<file path="src/rtl/product_accumulator.sv">
// rtl/product_accumulator.sv - saturating multiply-accumulate stage behind the two-bit multiplier
//
// Accepts one 4-bit product per valid/ready handshake and adds it into a
// saturating running sum. After COUNT products it parks in HOLD with done
// high until clear starts a new batch.
//
// Parameters:
//   COUNT     products per batch (1..15)
//   ACC_W     accumulator width in bits (4..16)
// Ports:
//   clk       system clock, rising edge
//   rst       asynchronous active-high reset
//   p         product from the multiplier (nominally 0..9)
//   in_valid  p is valid this cycle
//   in_ready  block can accept a product (state decode)
//   clear     synchronous clear of sum, count and flags; wins over in_valid
//   acc       running saturating sum (registered)
//   count     products accepted in the current batch (registered)
//   done      batch complete, acc is final (state decode)
//   overflow  sticky saturation flag for the current batch (registered)
module product_accumulator #(
  parameter int COUNT = 4,
  parameter int ACC_W = 8
) (
  input  logic             clk,
  input  logic             rst,
  input  logic [3:0]       p,
  input  logic             in_valid,
  output logic             in_ready,
  input  logic             clear,
  output logic [ACC_W-1:0] acc,
  output logic [3:0]       count,
  output logic             done,
  output logic             overflow
);

  localparam logic [0:0] ST_ACCUM = 1'b0;
  localparam logic [0:0] ST_HOLD  = 1'b1;

  localparam logic [ACC_W-1:0] ACC_MAX   = {ACC_W{1'b1}};
  localparam logic [3:0]       LAST_IDX  = 4'(COUNT - 1);

  logic [0:0]     state;
  logic           accept;
  logic [ACC_W:0] sum;
  logic           sat;

  assign in_ready = (state == ST_ACCUM);
  assign done     = (state == ST_HOLD);

  // clear has priority: a product offered in the same cycle is dropped.
  assign accept = in_ready & in_valid & ~clear;

  // One extra bit catches the carry out; a saturated acc plus any nonzero
  // product carries again, so saturation is naturally sticky.
  assign sum = {1'b0, acc} + (ACC_W + 1)'(p);
  assign sat = sum[ACC_W];

  always_ff @(posedge clk or posedge rst) begin
    if (rst) begin
      state    <= ST_ACCUM;
      acc      <= '0;
      count    <= '0;
      overflow <= 1'b0;
    end else if (clear) begin
      state    <= ST_ACCUM;
      acc      <= '0;
      count    <= '0;
      overflow <= 1'b0;
    end else if (accept) begin
      count <= count + 4'd1;
      if (sat) begin
        acc      <= ACC_MAX;
        overflow <= 1'b1;
      end else begin
        acc <= sum[ACC_W-1:0];
      end
      if (count == LAST_IDX) begin
        state <= ST_HOLD;
      end
    end
  end

endmodule
</file>
<file path="config.mk">
export PLATFORM = sky130hd
export DESIGN_NAME = product_accumulator
export DESIGN_NICKNAME = d
export VERILOG_FILES = /design/src/rtl/product_accumulator.sv
export SDC_FILE = /design/constraint.sdc
export NUM_CORES = 1
export LEC_CHECK = 0
export CAP_MARGIN = 20
export CORE_MARGIN = 2
export CORE_UTILIZATION = 42
export DETAILED_ROUTE_END_ITERATION = 10
export GPL_TIMING_DRIVEN = 0
export HOLD_SLACK_MARGIN = 0.15
export PLACE_DENSITY_LB_ADDON = 0.1
export REMOVE_ABC_BUFFERS = 1
export SLEW_MARGIN = 25
export SYNTH_ARGS = -nofsm -noshare
export SYNTH_HDL_FRONTEND = slang
export SYNTH_SLANG_ARGS = --single-unit
</file>
<file path="constraint.sdc">
create_clock -name clk -period 1.8 [get_ports clk]
set_clock_uncertainty 0.1 [all_clocks]
set_input_delay 0.27 -clock clk [delete_from_list [all_inputs] [get_ports clk]]
set_output_delay 0.27 -clock clk [all_outputs]
set_load 0.1 [all_outputs]
</file>
After elaboration in Yosys (flattened, before gate mapping)
Index checks and enable logic that the tools add are counted.
Word-level totals
  bits in registers: 14
Cells by class
  add/subtract/negate cells: 2
  eq/ne operators: 1
  multiplexer cells: 11
  bitwise operators: 4
  reductions and logical operators: 5
Operators by type and width (count)
  8-bit two-way mux: 3
  8-bit by 4-bit adder with 9-bit output: 1
  4-bit two-way mux: 2
  1-bit two-way mux: 6
  2-bit nonzero test: 3
  4-bit by 1-bit adder with 4-bit output, second input constant: 1
  4-bit by 2-bit == test with 1-bit output, second input constant: 1
  2-bit AND reduction: 2
  1-bit AND: 2
  1-bit inverter: 2

Logic depth before layout (Yosys ltp)
  depth in word-level cells: 5
  mapped depth: 6
  gate-level depth less buffers: 6

Worst setup path before layout
Ideal clock, no wire load.
  path type: register to register
  start point: register acc[0]
  end point: register acc[4]
  setup time: 86 ps
  arrival: 2264 ps
  setup slack: -650 ps
  cell stages (with the launch flop): 7
  path buffers: 0
  period minus slack after synthesis: 2450 ps
  cells stage by stage: dfrtp_1 -> ha_1 -> fa_1 -> a21o_1 -> a21o_1 -> and4_2 -> nor3_1
On the way
  cells in the longest elaborated chain, start to end: 4
Ends and longest elaborated chain
  from (decl): line 31  | output logic [ACC_W-1:0] acc,
  from (signal assigned): line 76  | acc <= sum[ACC_W-1:0];
  8-bit by 4-bit adder with 9-bit output: line 56  | assign sum = {1'b0, acc} + (ACC_W + 1)'(p);
  8-bit two-way mux: line 72  | if (sat) begin
  8-bit two-way mux: line 70  | end else if (accept) begin
  8-bit two-way mux: line 65  | end else if (clear) begin
Every way passes these cells. The select of a mux whose other input is x is not followed.
A chain may end at the register's enable or synchronous reset.

Worst setup path in the final report
  start point: register acc[0]
  end point: register acc[7]
The elaborated chain is that of the path after synthesis.

==> flow_summary.ini <==
[clocking]
cts_buffers = 3
hold_buffers = 0
cts_max_level = 1
cts.sinks = 14
clkTransAtPathRegs_ns = 0.09
clock-root-buffer = clkbuf_4
clockBufferDepth = 2
cts_tree = built
clk_latency_ns = 0.28

[power_and_ir_drop]
p_per_area_mw_per_mm2 = 750.3
ir_drop_uv = 404.1
power.total_uw = 926.6
leakage_nw = 0.5177

[timing]
hold_viol = 0
slew_headroom_pct = 54.21
period_share_pct = 102.7
tightest_slew_ns = 0.6847
fmax_mhz = 540.8
rsz0062_at_grt = yes
slew_viol_final = 0
min_period_ns = 1.849
setup_viol = 2
fin_ws_ns = -0.04926

[global_routing]
grt_usage_pct = 18.87
grt_pass1_wl_um = 3629
grt_max_degree = 19
grt_antenna_before_repair = 0
grt_pass1_vias = 818
overflow = 0

[floorplan]
fp.dieArea_sq_mm = 0.002490
fp-row-count = 16
core-area_sq_mm = 0.001982
die_w_um = 49.90
start_util_pct = 44.63
die_height_um = 49.90
io_pins = 23

[outcome]
violations = negative setup slack
status = finished, violations left

[synthesis]
synth-async-reset-ratio_pct = 100.0
syn_area_per_cell_sq_um = 9.939
netlist_area_sq_um = 884.6
syn_inst = 89
synth_ff_type = dfrtp_1
synth_seq_area_share_pct = 39.60
ys_warn_count = 0
yosysUniqueCellTypes = 33
synth_seq_cells = 14
synth_edf_count = 0

[worst_setup_path]
reg2reg_from = acc[0]
crit_fanout = 6
cp.arrival_ns = 1.88
crit_start = acc[0]
start_kind = register
setup.worst_path.end_class = register
crit_required_ns = 1.84
crit_type = register to register

[routing]
drtIter0Drc = 15
routed-wl-met3_um = 101
dr.pass1.iters = 4
drc = 0
highest_layer = met4
wl_um = 2037
drt-met1-wl_um = 898
wl_per_cell_um = 14.45
wl_met2_um = 1008
viasPerCell = 5.525
vias = 779
ant_nets = 0

[finish]
mostFrequentLayoutCells = 14 x dfrtp_1, 14 x clkdlybuf4s15_2, 6 x nor2_1, 6 x clkdlybuf4s50_1
syn_to_final_growth_pct = 39.60
antenna_cells = 0
drive_above_1_share_pct = 32.46
fin_nets = 129

[placed_design]
hpwl_um = 1346
gp_congestion = 0.7132
portBuffers = 22
dp_slack_ns = -0.5784

[run]
maxCapViolations = 0

[min_path]
hp-class = input port to asynchronous set/reset pin
worst max-delay path, cell delays in order, from the launching register on:
cell	delay (ns)
dfrtp_1	0.39
ha_2	0.18
fa_2	0.34
a21o_1	0.19
a21o_4	0.23
buf_6	0.11
nand4_1	0.09
a221oi_2	0.07
state kept, by name, indices dropped and copies added (netlist names):
signal / cells
overflow: 1
acc: 8
count: 4
done: 1
cells by family (layout without fill, tap and decap cells):
logic type,after synthesis,count (layout),synth area share (%)
simple gates,30,30,18.39
buf+inv,9,34,7.354
compound gates,23,23,18.10
mux,2,2,2.263
flops,14,14,39.60
xor+xnor,5,5,4.951
fa+ha+maj,6,6,9.335
where the power goes:
| group | total [mW] | switching [mW] | internal (mW) |
|---|---|---|---|
| sequential | 0.356 | 0.0251 | 0.331 |
| combinational | 0.339 | 0.225 | 0.114 |
| clock | 0.231 | 0.108 | 0.123 |
| total | 0.927 | 0.358 | 0.568 |
cell usage after synthesis, drive strengths merged (3+ instances only):
cell / number / share of area, %
a21o: 4 / 3.5
a21oi: 5 / 2.8
buf: 5 / 5.7
dfrtp: 14 / 40
ha: 5 / 7.1
inv: 4 / 1.7
nand2: 5 / 2.1
nand3: 4 / 2.3
nor2: 6 / 2.5
nor3: 3 / 1.7
o21ai: 7 / 4.0
xor2: 3 / 3.0
per-layer routing:
layer / global-route usage, % / vias up
met3: 2.727 / 5
met1: 24.04 / 376
li1: - / 369
met4: 5.556 / 0
met5: 0 / -
met2: 32.89 / 29
final timing paths:
path,end,slack [ns],depth (start not counted)
hold reg to reg,overflow,0.42,2
min in group clk,overflow,0.42,2
setup / recovery,acc[7],-0.05,7
hold / removal,acc[5],0.22,2
max in group asynchronous,acc[2],1.02,2
setup reg to reg,acc[7],-0.05,7
area by class of cell:
cell class                 count  area, sq um
clock buffer                   4        36.28
tap                           27        33.78
sequential                    14        350.3
fill                         174        747.0
multi-input combinational     66        534.3
timing repair buffer          26        265.3
inverter                       4        15.01
repair_timing:
| item | 4_1_cts | 5_1_grt |
|---|---|---|
| pin swaps | 7 | 1 |
| endpoints found under the setup margin | 26 | 10 |
| setup buffers | 4 | 0 |
| gates resized for setup | 61 | 2 |
metrics by stage:
step           instance area, sq um  hold slack [ns]  utilization [%]  cells   TNS, ns
3_5_place_dp                   1089           0.4235            54.92    133    -7.663
2_1_floorplan                 834.6          0.05922                -     84    -6.333
6_report                       1235           0.2221            62.31    141  -0.05675
3_3_place_gp                   1089           0.4126            54.92    133    -7.374
4_1_cts                        1241           0.2417            62.63    141   -0.1221
5_1_grt                        1235           0.2957            62.31    141   -0.6574
No activity file was read; power rests on OpenSTA's default activity.
